--- src/rtl/seq_detector_param_pkg.sv ---
// Shared types and constants for the parametrised serial pattern detector.
package seq_detector_param_pkg;

  // Meaning of the overlap input when the detector leaves the MATCH state
  typedef enum logic {
    OVERLAP_OFF = 1'b0,
    OVERLAP_ON  = 1'b1
  } overlap_e;

  // What the detector does with the current cycle
  typedef enum logic [1:0] {
    ACT_HOLD   = 2'd0,
    ACT_SAMPLE = 2'd1,
    ACT_LOAD   = 2'd2
  } action_e;

  localparam int              DEFAULT_PAT_LEN = 4;
  localparam logic [DEFAULT_PAT_LEN-1:0] DEFAULT_PATTERN = 4'b1000;

  // Width needed to hold a prefix length from 0 up to and including patLen
  function automatic int stateWidth(input int patLen);
    return $clog2(patLen + 1);
  endfunction

endpackage

--- src/rtl/seq_detector_param_sat_counter.sv ---
// Saturating up-counter with synchronous clear; clear has priority over increment.
module sat_counter #(
  parameter int W = 8
) (
  input  logic         clk,
  input  logic         reset,
  input  logic         inc,
  input  logic         clr,
  output logic [W-1:0] q
);

  localparam logic [W-1:0] MAX_COUNT = '1;

  logic [W-1:0] r_count;

  // Count up on inc, stick at the maximum value, clear wins over increment
  always_ff @(posedge clk or posedge reset) begin
    if (reset) begin
      r_count <= '0;
    end else if (clr) begin
      r_count <= '0;
    end else if (inc && (r_count != MAX_COUNT)) begin
      r_count <= r_count + W'(1);
    end
  end

  assign q = r_count;

endmodule

--- src/rtl/seq_detector_param.sv ---
// Serial pattern detector with parallel Mealy and Moore outputs driven from one
// prefix-tracking state, a runtime-loadable pattern and a saturating match counter.
module seq_detector_param
  import seq_detector_param_pkg::*;
#(
  parameter int                 PAT_LEN = DEFAULT_PAT_LEN,
  parameter logic [PAT_LEN-1:0] PATTERN = PAT_LEN'(DEFAULT_PATTERN),
  parameter int                 CNT_W   = 8
) (
  input  logic               clk,
  input  logic               reset,
  input  logic               en,
  input  logic               x,
  input  logic               overlap,
  input  logic               load_pat,
  input  logic [PAT_LEN-1:0] pat_in,
  input  logic               clear_cnt,
  output logic               mealy_out,
  output logic               moore_out,
  output logic [CNT_W-1:0]   match_cnt
);

  localparam int              ST_W     = stateWidth(PAT_LEN);
  localparam logic [ST_W-1:0] MATCH_ST = ST_W'(PAT_LEN);

  logic [PAT_LEN-1:0] r_pat;
  logic [PAT_LEN-2:0] r_hist;
  logic [ST_W-1:0]    r_state;
  logic               r_moore;

  logic [PAT_LEN-1:0] w_window;
  logic [ST_W-1:0]    w_nextState;
  logic               w_overlapOn;
  logic               w_mealy;
  action_e            w_action;

  // Longest pattern prefix that is a suffix of the supported history plus the new bit.
  // Only the last s+1 bits of the window are backed by the current state, so k is
  // bounded by that; from MATCH the whole pattern backs the window when overlapping,
  // otherwise the new bit is judged as if nothing had been matched.
  function automatic logic [ST_W-1:0] nextState(
    input logic [ST_W-1:0]    s,
    input logic [PAT_LEN-1:0] window,
    input logic [PAT_LEN-1:0] pat,
    input logic               ovl
  );
    int          limit;
    int          best;
    logic [31:0] mask;
    logic [31:0] win32;
    logic [31:0] pre32;
    if (s == MATCH_ST) begin
      limit = ovl ? PAT_LEN : 1;
    end else begin
      limit = int'(s) + 1;
    end
    best = 0;
    for (int k = 1; k <= PAT_LEN; k++) begin
      mask  = (32'd1 << k) - 32'd1;
      win32 = 32'(window) & mask;
      pre32 = (32'(pat) >> (PAT_LEN - k)) & mask;
      if ((k <= limit) && (win32 == pre32)) begin
        best = k;
      end
    end
    return ST_W'(best);
  endfunction

  assign w_window    = {r_hist, x};
  assign w_overlapOn = (overlap_e'(overlap) == OVERLAP_ON);
  assign w_nextState = nextState(r_state, w_window, r_pat, w_overlapOn);

  // Decide whether this cycle loads a pattern, consumes x, or leaves state alone
  always_comb begin
    w_action = ACT_HOLD;
    if (load_pat) begin
      w_action = ACT_LOAD;
    end else if (en) begin
      w_action = ACT_SAMPLE;
    end
  end

  assign w_mealy = (w_action == ACT_SAMPLE) && (w_nextState == MATCH_ST);

  // Prefix-tracking FSM: pattern register, bit history, state and registered Moore flag
  always_ff @(posedge clk or posedge reset) begin
    if (reset) begin
      r_pat   <= PATTERN;
      r_hist  <= '0;
      r_state <= '0;
      r_moore <= 1'b0;
    end else begin
      case (w_action)
        ACT_LOAD: begin
          r_pat   <= pat_in;
          r_state <= '0;
          r_moore <= 1'b0;
        end
        ACT_SAMPLE: begin
          r_hist  <= w_window[PAT_LEN-2:0];
          r_state <= w_nextState;
          r_moore <= w_mealy;
        end
        default: begin
        end
      endcase
    end
  end

  sat_counter #(
    .W(CNT_W)
  ) u_matchCounter (
    .clk   (clk),
    .reset (reset),
    .inc   (w_mealy),
    .clr   (clear_cnt),
    .q     (match_cnt)
  );

  assign mealy_out = w_mealy;
  assign moore_out = r_moore;

endmodule

--- config.mk ---
export PLATFORM = sky130hd
export DESIGN_NAME = seq_detector_param
export DESIGN_NICKNAME = d
export VERILOG_FILES = /design/src/rtl/seq_detector_param_pkg.sv /design/src/rtl/seq_detector_param_sat_counter.sv /design/src/rtl/seq_detector_param.sv
export SDC_FILE = /design/constraint.sdc
export NUM_CORES = 1
export LEC_CHECK = 0
export ABC_CLOCK_PERIOD_IN_PS = 5260
export CAP_MARGIN = 30
export CELL_PAD_IN_SITES_DETAIL_PLACEMENT = 1
export CELL_PAD_IN_SITES_GLOBAL_PLACEMENT = 2
export CORE_ASPECT_RATIO = 0.9
export CORE_MARGIN = 2
export CORE_UTILIZATION = 35
export CTS_CLUSTER_DIAMETER = 200
export DETAILED_ROUTE_END_ITERATION = 10
export PLACE_DENSITY = 0.79
export SLEW_MARGIN = 5
export SYNTH_ARGS = -nofsm -noshare
export SYNTH_HDL_FRONTEND = slang
export SYNTH_SLANG_ARGS = --single-unit
--- constraint.sdc ---
create_clock -name clk -period 5.26 [get_ports clk]
set_clock_uncertainty 0.15 [all_clocks]
set_input_delay 1.052 -clock clk [delete_from_list [all_inputs] [get_ports clk]]
set_output_delay 1.052 -clock clk [all_outputs]
set_load 0.02 [all_outputs]
==> impl_metrics.prom, run 1 <==
# TYPE chip_impl_metric gauge
chip_impl_info{name="run_status",value="complete, no violations"} 1
chip_impl_metric{name="ios",unit=""} 21
chip_impl_metric{name="detailedRoute.firstIterationViolations",unit=""} 12
chip_impl_metric{name="drive_gt1_share",unit="%"} 14.07
chip_impl_info{name="cts_root_buffer",value="sky130_fd_sc_hd__clkbuf_8"} 1
chip_impl_metric{name="hold_viol_final",unit=""} 0
chip_impl_metric{name="drv_slew",unit=""} 0
chip_impl_metric{name="wirelength",unit="microns"} 2574
chip_impl_metric{name="fill_cells",unit=""} 393
chip_impl_metric{name="critical_path_peak_fanout",unit=""} 13
chip_impl_metric{name="worst_path_largest_cell_delay",unit="ns"} 0.60
chip_impl_metric{name="port-buffer-count",unit=""} 20
chip_impl_metric{name="hold-worst-slack",unit="ns"} 0.3507
chip_impl_metric{name="ys_ff_latch",unit=""} 19
chip_impl_metric{name="cellLeakagePower",unit="uW"} 0.0006159
chip_impl_metric{name="detailedPlacementHpwl",unit="microns"} 1991
chip_impl_metric{name="cts_buffer_depth",unit=""} 2
chip_impl_info{name="crit_path_end_kind",value="output port"} 1
chip_impl_metric{name="antenna_cells_inserted",unit=""} 0
chip_impl_info{name="holdCritPathClass",value="reg -> reg"} 1
chip_impl_metric{name="cts.hold.buffers_added",unit=""} 0
chip_impl_metric{name="synth.lib_cells_used.distinct",unit=""} 39
chip_impl_metric{name="crit_buf_inv",unit=""} 3
chip_impl_metric{name="path_clk_slew",unit="ns"} 0.07
chip_impl_metric{name="tightestPinTransition",unit="ns"} 0.7160
chip_impl_metric{name="post_layout_nonfiller_instances",unit=""} 179
chip_impl_metric{name="initial_core_utilization",unit="%"} 35.98
chip_impl_info{name="critical_path_launch_point_type",value="input pin"} 1
chip_impl_metric{name="required_worst_endpoint",unit="ns"} 4.06
chip_impl_metric{name="peakVddDrop",unit="V"} 0.0001367
chip_impl_metric{name="synth.cell_area",unit="sq um"} 1189
chip_impl_metric{name="number_of_global_route_vias_before_repair",unit=""} 1031
chip_impl_metric{name="post-cts-setup-buffer-count",unit=""} 0
chip_impl_info{name="synth_top_cell_by_area",value="sky130_fd_sc_hd__dfrtp_1"} 1
chip_impl_metric{name="clock.fmax",unit="MHz"} 229.9
chip_impl_metric{name="tritoncts_buffers",unit=""} 3
chip_impl_info{name="path_cells",value="clkdlybuf4s50_1, xnor2_1, nand4_1, a211o_1, inv_2, clkdlybuf4s50_1"} 1
chip_impl_info{name="synth_ff_type",value="sky130_fd_sc_hd__dfrtp_1"} 1
chip_impl_metric{name="timing.slew.headroom",unit="%"} 52.21
chip_impl_metric{name="antenna_found_initial",unit=""} 0
chip_impl_metric{name="post-synth-top-area-fraction",unit="%"} 37.89
chip_impl_metric{name="num_vias",unit=""} 921
chip_impl_info{name="netlist_top_cells_area",value="sky130_fd_sc_hd__dfrtp_1, sky130_fd_sc_hd__mux2_2, sky130_fd_sc_hd__xnor2_2"} 1
chip_impl_metric{name="synth_net_count",unit=""} 129
chip_impl_metric{name="detailedRoute.firstPassIterationCount",unit=""} 2
chip_impl_metric{name="chipWidth",unit="microns"} 65.43
chip_impl_metric{name="place.gp.congestion",unit=""} 0.7425
chip_impl_metric{name="cap_violations",unit=""} 0
chip_impl_info{name="tritoncts",value="built"} 1
chip_impl_metric{name="postSynth.asyncResetShare",unit="%"} 100.0
chip_impl_metric{name="post-route-min-period",unit="ns"} 4.350
chip_impl_metric{name="drt-vias-per-instance",unit=""} 5.145
chip_impl_metric{name="htreeDepth",unit=""} 1
chip_impl_metric{name="synthesis.instances",unit=""} 115
chip_impl_metric{name="yosysSeqAreaShare",unit="%"} 40.11
chip_impl_metric{name="fp.dieArea",unit="sq um"} 3879
chip_impl_metric{name="dpl_worst_slack",unit="ns"} 0.8881
chip_impl_metric{name="cts_repair_resize_count",unit=""} 0
chip_impl_metric{name="synthesis.area_per_instance",unit="sq um"} 10.34
chip_impl_metric{name="layout_worst_path_cycle_share",unit="%"} 82.71
chip_impl_metric{name="yosys_warnings",unit=""} 0
chip_impl_metric{name="drc",unit=""} 0
chip_impl_metric{name="wl_per_cell",unit="microns"} 14.38
chip_impl_metric{name="route.antenna.remaining_nets",unit=""} 0
chip_impl_metric{name="chip_height",unit="microns"} 59.29
chip_impl_metric{name="fin_ws",unit="ns"} 0.9097
chip_impl_info{name="worst-setup-path-type",value="in -> out"} 1
chip_impl_metric{name="setup-violations-final",unit=""} 0
chip_impl_metric{name="layout.nets",unit=""} 150
chip_impl_info{name="crit_family",value="buffers and inverters"} 1
chip_impl_metric{name="grt_start_max_net_pins",unit=""} 20
chip_impl_metric{name="grt_util_all_layers",unit="%"} 15.54
chip_impl_metric{name="flow.area_growth_from_synthesis",unit="%"} 22.21
chip_impl_metric{name="rows",unit=""} 20
chip_impl_metric{name="multi_input_comb_area",unit="sq um"} 655.6
chip_impl_info{name="path_common_cell",value="sky130_fd_sc_hd__clkdlybuf4s50_1"} 1
chip_impl_info{name="rsz_0062_raised_after_global_routing",value="no"} 1
chip_impl_metric{name="powerDensity",unit="nW/um^2"} 229.3
chip_impl_metric{name="numPlacedInstances",unit=""} 175
chip_impl_info{name="critical_path.slowest_cell",value="sky130_fd_sc_hd__clkdlybuf4s50_1"} 1
chip_impl_metric{name="synth_enable_flop_cells",unit=""} 0
chip_impl_metric{name="register_area",unit="sq um"} 476.7
chip_impl_metric{name="worst_skew_pair.late_latency",unit="ns"} 0.26
chip_impl_metric{name="clkSinkCount",unit=""} 19
chip_impl_metric{name="globalRouteOverflowTotal",unit=""} 0
chip_impl_metric{name="setup-tns-final",unit="ns"} 0
chip_impl_metric{name="wire_length_of_the_first_global_routing_pass",unit="microns"} 4533
chip_impl_metric{name="design.core.area",unit="sq um"} 3303
chip_impl_metric{name="critPathArrivalTime",unit="ns"} 3.15
==> cells by family (layout without fill, tap and decap cells) <==
kind of cell | Yosys count | after routing | share of synthesized area, %
simple gates | 41 | 41 | 19.68
buf+inv | 9 | 29 | 4.736
mux | 10 | 10 | 9.369
xor+xnor | 10 | 10 | 9.264
fa+ha+maj | 3 | 3 | 3.158
compound gates | 23 | 23 | 13.69
flops | 19 | 19 | 40.11
==> layout by cell type, fill, tap and decap left out, types with 2 or more instances in the layout <==
| master | netlist | final |
|---|---|---|
| sky130_fd_sc_hd__nor2b_1 | 4 | 4 |
| sky130_fd_sc_hd__o31ai_1 | 4 | 4 |
| sky130_fd_sc_hd__nand2_1 | 9 | 9 |
| sky130_fd_sc_hd__or4_1 | 2 | 2 |
| sky130_fd_sc_hd__mux2_2 | 7 | 7 |
| sky130_fd_sc_hd__clkbuf_8 | 0 | 3 |
| sky130_fd_sc_hd__o21ai_0 | 2 | 2 |
| sky130_fd_sc_hd__xnor2_1 | 3 | 3 |
| sky130_fd_sc_hd__ha_1 | 3 | 3 |
| sky130_fd_sc_hd__xor2_1 | 4 | 4 |
| sky130_fd_sc_hd__nor2_1 | 7 | 7 |
| sky130_fd_sc_hd__a22o_1 | 2 | 2 |
| sky130_fd_sc_hd__xnor2_2 | 3 | 3 |
| sky130_fd_sc_hd__dfrtp_1 | 18 | 18 |
| sky130_fd_sc_hd__mux2_1 | 2 | 2 |
| sky130_fd_sc_hd__nand4_1 | 2 | 2 |
| sky130_fd_sc_hd__nand3_1 | 3 | 3 |
| sky130_fd_sc_hd__clkdlybuf4s50_1 | 0 | 20 |
| sky130_fd_sc_hd__a21oi_1 | 6 | 6 |
| sky130_fd_sc_hd__a211o_1 | 2 | 2 |
| sky130_fd_sc_hd__inv_1 | 4 | 4 |
| sky130_fd_sc_hd__nand2b_1 | 7 | 7 |
==> report_power, final <==
group          internal, uW  switching (uW)
Clock                  52.7            49.6
Sequential              156            14.5
Combinational          37.1            22.7
==> area by class of cell <==
type,count,area share [%]
Clock buffer,3,2.842
Timing Repair Buffer,20,13.78
Inverter,5,1.292
Sequential cell,19,32.82
Multi-Input combinational cell,87,45.13
Clock inverter,1,0.3445
Tap cell,44,3.790
==> flip-flops by register name (all words and copies together) (netlist names) <==
name,count
moore_out,1
u_matchCounter.q,8
r_pat,4
r_state,3
r_hist,3
==> stage by stage <==
| stage | total power (uW) | instance area [sq um] | util [%] |
|---|---|---|---|
| after floorplan | 218.4 | 1189 | - |
| after global placement | 232.6 | 1406 | 42.58 |
| after detailed placement | 235.7 | 1406 | 42.58 |
| after CTS | 339.6 | 1453 | 43.98 |
| after global routing | 353.8 | 1453 | 43.98 |
| final | 333.1 | 1453 | 43.98 |
==> path summary, 6_finish.rpt <==
kind,startpoint,to,slack [ns],depth (start not counted)
worst max-delay path,x,mealy_out,0.91,6
worst min-delay path,moore_out,moore_out,0.35,2
worst max register to register,r_state[0],u_matchCounter.q[5],2.68,7
worst min register to register,moore_out,moore_out,0.35,2
max in group asynchronous,reset,u_matchCounter.q[3],3.44,2
min in group asynchronous,reset,r_hist[0],1.06,2
==> worst register-to-register path: cells and delay by family, from the launching register on <==
family	cells	cell delay, ns
compound gates	2	0.62
fa+ha+maj	1	0.26
buf+inv	1	0.08
flops	1	0.40
mux	1	0.35
simple gates	2	0.61
==> cells in the mapped netlist, types with 2 or more instances <==
cell type                  instances
sky130_fd_sc_hd__nand2b_1          7
sky130_fd_sc_hd__buf_6             3
sky130_fd_sc_hd__nand3_1           3
sky130_fd_sc_hd__a21oi_1           6
sky130_fd_sc_hd__o31ai_1           4
sky130_fd_sc_hd__nor2_1            7
sky130_fd_sc_hd__xnor2_1           3
sky130_fd_sc_hd__mux2_2            7
sky130_fd_sc_hd__nand2_1           9
sky130_fd_sc_hd__nand4_1           2
sky130_fd_sc_hd__mux2_1            2
sky130_fd_sc_hd__nor2b_1           4
sky130_fd_sc_hd__xnor2_2           3
sky130_fd_sc_hd__a22o_1            2
sky130_fd_sc_hd__dfrtp_1          18
sky130_fd_sc_hd__o21ai_0           2
sky130_fd_sc_hd__or4_1             2
sky130_fd_sc_hd__a211o_1           2
sky130_fd_sc_hd__xor2_1            4
sky130_fd_sc_hd__ha_1              3
sky130_fd_sc_hd__inv_1             4
==> metal layers <==
| layer | global-route usage (%) | vias to the layer above | share of wire (%) |
|---|---|---|---|
| li1 | - | 453 | - |
| met1 | 17.69 | 455 | 45 |
| met2 | 29.30 | 11 | 51 |
| met3 | 3.422 | 2 | 2.9 |
| met4 | 4.464 | 0 | 0.89 |
| met5 | 0 | - | 0 |
No activity file was read; power rests on OpenSTA's default activity.
==> inputs of run 2 (changes only) <==
- ABC_CLOCK_PERIOD_IN_PS: 5260 -> 3750
- CORE_UTILIZATION: 35 -> 29
- PLACE_DENSITY: 0.79 -> 0.69
- clock period: 5.26 -> 3.75 ns (I/O delays scaled with it)
==> run 2 against run 1 <==
  * Register-to-register slack got worse by 1.5 ns
  * Setup slack worse by 0.56 ns
  * Sequential share of layout area shrank 0.58 points
  * Highest routed layer unchanged
  * Critical path type unchanged
  * Largest cell class unchanged
  * Die area grew 19%
  * Worst hold slack lost 0.013 ns
  * Core utilization shrank 7.2 points
  * Wire length shrank 0.62%
  * Non-clock buffer count grew 3
  * Largest power group unchanged
==> impl_metrics.prom, run 2 (synthesized netlist as in run 1, its figures left out) <==
# TYPE chip_impl_metric gauge
chip_impl_info{name="run_status",value="complete, no violations"} 1
chip_impl_metric{name="largest_reg_flops",unit=""} 8
chip_impl_metric{name="tritoncts_buffers",unit=""} 3
chip_impl_metric{name="rows",unit=""} 22
chip_impl_metric{name="wirelength",unit="microns"} 2558
chip_impl_info{name="rsz_0062_raised_after_global_routing",value="no"} 1
chip_impl_metric{name="chipWidth",unit="microns"} 71.49
chip_impl_metric{name="wire_length_of_the_first_global_routing_pass",unit="microns"} 4436
chip_impl_metric{name="design.core.area",unit="sq um"} 4019
chip_impl_metric{name="detailedRoute.firstIterationViolations",unit=""} 21
chip_impl_metric{name="route.antenna.remaining_nets",unit=""} 0
chip_impl_info{name="worst-setup-path-type",value="in -> out"} 1
chip_impl_metric{name="worst_path_largest_cell_delay",unit="ns"} 0.59
chip_impl_metric{name="htreeDepth",unit=""} 1
chip_impl_metric{name="dpl_worst_slack",unit="ns"} 0.3257
chip_impl_metric{name="cts.hold.buffers_added",unit=""} 0
chip_impl_metric{name="drv_slew",unit=""} 0
chip_impl_metric{name="powerDensity",unit="nW/um^2"} 314.2
chip_impl_metric{name="drive_gt1_share",unit="%"} 15.22
chip_impl_metric{name="wl_per_cell",unit="microns"} 13.75
chip_impl_metric{name="port-buffer-count",unit=""} 20
chip_impl_metric{name="globalRouteOverflowTotal",unit=""} 0
chip_impl_metric{name="path_clk_slew",unit="ns"} 0.07
chip_impl_info{name="cts_root_buffer",value="sky130_fd_sc_hd__clkbuf_8"} 1
chip_impl_metric{name="cellLeakagePower",unit="uW"} 0.0006269
chip_impl_metric{name="cts_buffer_depth",unit=""} 2
chip_impl_metric{name="fin_ws",unit="ns"} 0.3475
chip_impl_metric{name="post-cts-setup-buffer-count",unit=""} 0
chip_impl_metric{name="clkSinkCount",unit=""} 19
chip_impl_metric{name="crit_buf_inv",unit=""} 3
chip_impl_metric{name="flow.area_growth_from_synthesis",unit="%"} 24.42
chip_impl_metric{name="fill_cells",unit=""} 458
chip_impl_metric{name="layout.nets",unit=""} 153
chip_impl_info{name="path_common_cell",value="sky130_fd_sc_hd__clkdlybuf4s50_1"} 1
chip_impl_info{name="crit_family",value="buffers and inverters"} 1
chip_impl_info{name="most_frequent_cells_in_the_layout",value="sky130_fd_sc_hd__clkdlybuf4s50_1, sky130_fd_sc_hd__dfrtp_1, sky130_fd_sc_hd__nand2_1"} 1
chip_impl_info{name="path_cells",value="clkdlybuf4s50_1, xnor2_1, nand4_1, a211o_1, inv_2, clkdlybuf4s50_1"} 1
chip_impl_metric{name="initial_core_utilization",unit="%"} 29.58
chip_impl_info{name="critical_path_launch_point_type",value="input pin"} 1
chip_impl_metric{name="number_of_global_route_vias_before_repair",unit=""} 982
chip_impl_info{name="tritoncts",value="built"} 1
chip_impl_metric{name="grt_start_max_net_pins",unit=""} 20
chip_impl_metric{name="detailedPlacementHpwl",unit="microns"} 2015
chip_impl_metric{name="numPlacedInstances",unit=""} 182
chip_impl_metric{name="cap_violations",unit=""} 0
chip_impl_metric{name="critical_path_peak_fanout",unit=""} 3
chip_impl_metric{name="ios",unit=""} 21
chip_impl_info{name="layout_commonest_cell",value="sky130_fd_sc_hd__clkdlybuf4s50_1"} 1
chip_impl_metric{name="drt-vias-per-instance",unit=""} 4.978
chip_impl_metric{name="antenna_found_initial",unit=""} 0
chip_impl_metric{name="num_vias",unit=""} 926
chip_impl_info{name="critical_path.slowest_cell",value="sky130_fd_sc_hd__clkdlybuf4s50_1"} 1
chip_impl_metric{name="fp.dieArea",unit="sq um"} 4628
chip_impl_metric{name="cts_repair_resize_count",unit=""} 0
chip_impl_metric{name="clock.fmax",unit="MHz"} 293.9
chip_impl_metric{name="tightestPinTransition",unit="ns"} 0.7452
chip_impl_metric{name="critPathArrivalTime",unit="ns"} 2.50
chip_impl_metric{name="layout_worst_path_cycle_share",unit="%"} 90.73
chip_impl_metric{name="setup-violations-final",unit=""} 0
chip_impl_metric{name="hold_viol_final",unit=""} 0
chip_impl_metric{name="detailedRoute.firstPassIterationCount",unit=""} 4
chip_impl_metric{name="hold-worst-slack",unit="ns"} 0.3380
chip_impl_metric{name="post_layout_nonfiller_instances",unit=""} 186
chip_impl_metric{name="peakVddDrop",unit="V"} 0.0001340
chip_impl_metric{name="post-route-min-period",unit="ns"} 3.402
chip_impl_info{name="holdCritPathClass",value="reg -> reg"} 1
chip_impl_metric{name="setup-tns-final",unit="ns"} 0
chip_impl_metric{name="chip_height",unit="microns"} 64.74
chip_impl_metric{name="worst_skew_pair.late_latency",unit="ns"} 0.25
chip_impl_info{name="crit_path_end_kind",value="output port"} 1
chip_impl_metric{name="required_worst_endpoint",unit="ns"} 2.85
chip_impl_metric{name="drc",unit=""} 0
chip_impl_metric{name="antenna_cells_inserted",unit=""} 0
chip_impl_metric{name="grt_util_all_layers",unit="%"} 12.13
chip_impl_metric{name="timing.slew.headroom",unit="%"} 50.26
chip_impl_metric{name="place.gp.congestion",unit=""} 0.8245
-- run 2: cell types whose count changed in the layout (fill, tap and decap cells not counted), sizes merged --
cell | previous run | this run
buf | 0 | 3
clkbuf | 3 | 4
clkinv | 1 | 0
-- run 2: where the power goes --
group | leakage, uW | internal (uW) | switching, uW
combinational | 0.000356 | 53.2 | 31.7
clock | 0.0000228 | 75.4 | 64.1
sequential | 0.000248 | 220 | 20.8
-- run 2: through the flow --
step | utilization [%] | total power [uW] | instance area, sq um
6_report | 36.80 | 464.7 | 1479
5_1_grt | 36.80 | 491.6 | 1479
4_1_cts | 36.80 | 474.4 | 1479
3_5_place_dp | 35.68 | 331.5 | 1434
3_3_place_gp | 35.68 | 328.8 | 1434
2_1_floorplan | - | 306.4 | 1189
-- run 2: worst paths after layout --
kind / depth (start not counted) / startpoint / slack [ns] / to
worst max register to register: 8 / r_state[0] / 1.20 / u_matchCounter.q[5]
worst min-delay path: 2 / moore_out / 0.34 / moore_out
max in group asynchronous: 2 / reset / 2.21 / r_hist[2]
worst max-delay path: 6 / x / 0.35 / mealy_out
min in group asynchronous: 2 / reset / 0.77 / u_matchCounter.q[5]
worst min register to register: 2 / moore_out / 0.34 / moore_out
-- run 2: final cells by class --
class	instances	area, sq um	share of cell area, %
clock buffers	4	45.04	3.046
inverters	5	18.77	1.269
multi-input cells	87	655.6	44.33
flip-flops and latches	19	476.7	32.23
well taps	48	60.06	4.061
repair buffers	23	222.7	15.06
-- run 2: layer usage --
layer	wire, microns	GRT usage (%)
met5	0	0
met4	28	4.245
met3	63	2.333
met2	1259	21.53
met1	1205	14.55
-- run 2: worst min-delay path, delay by kind of cell (launching register included) --
family | cells | cell delay, ns
DFF | 1 | 0.35
and+or+nand+nor | 2 | 0.11
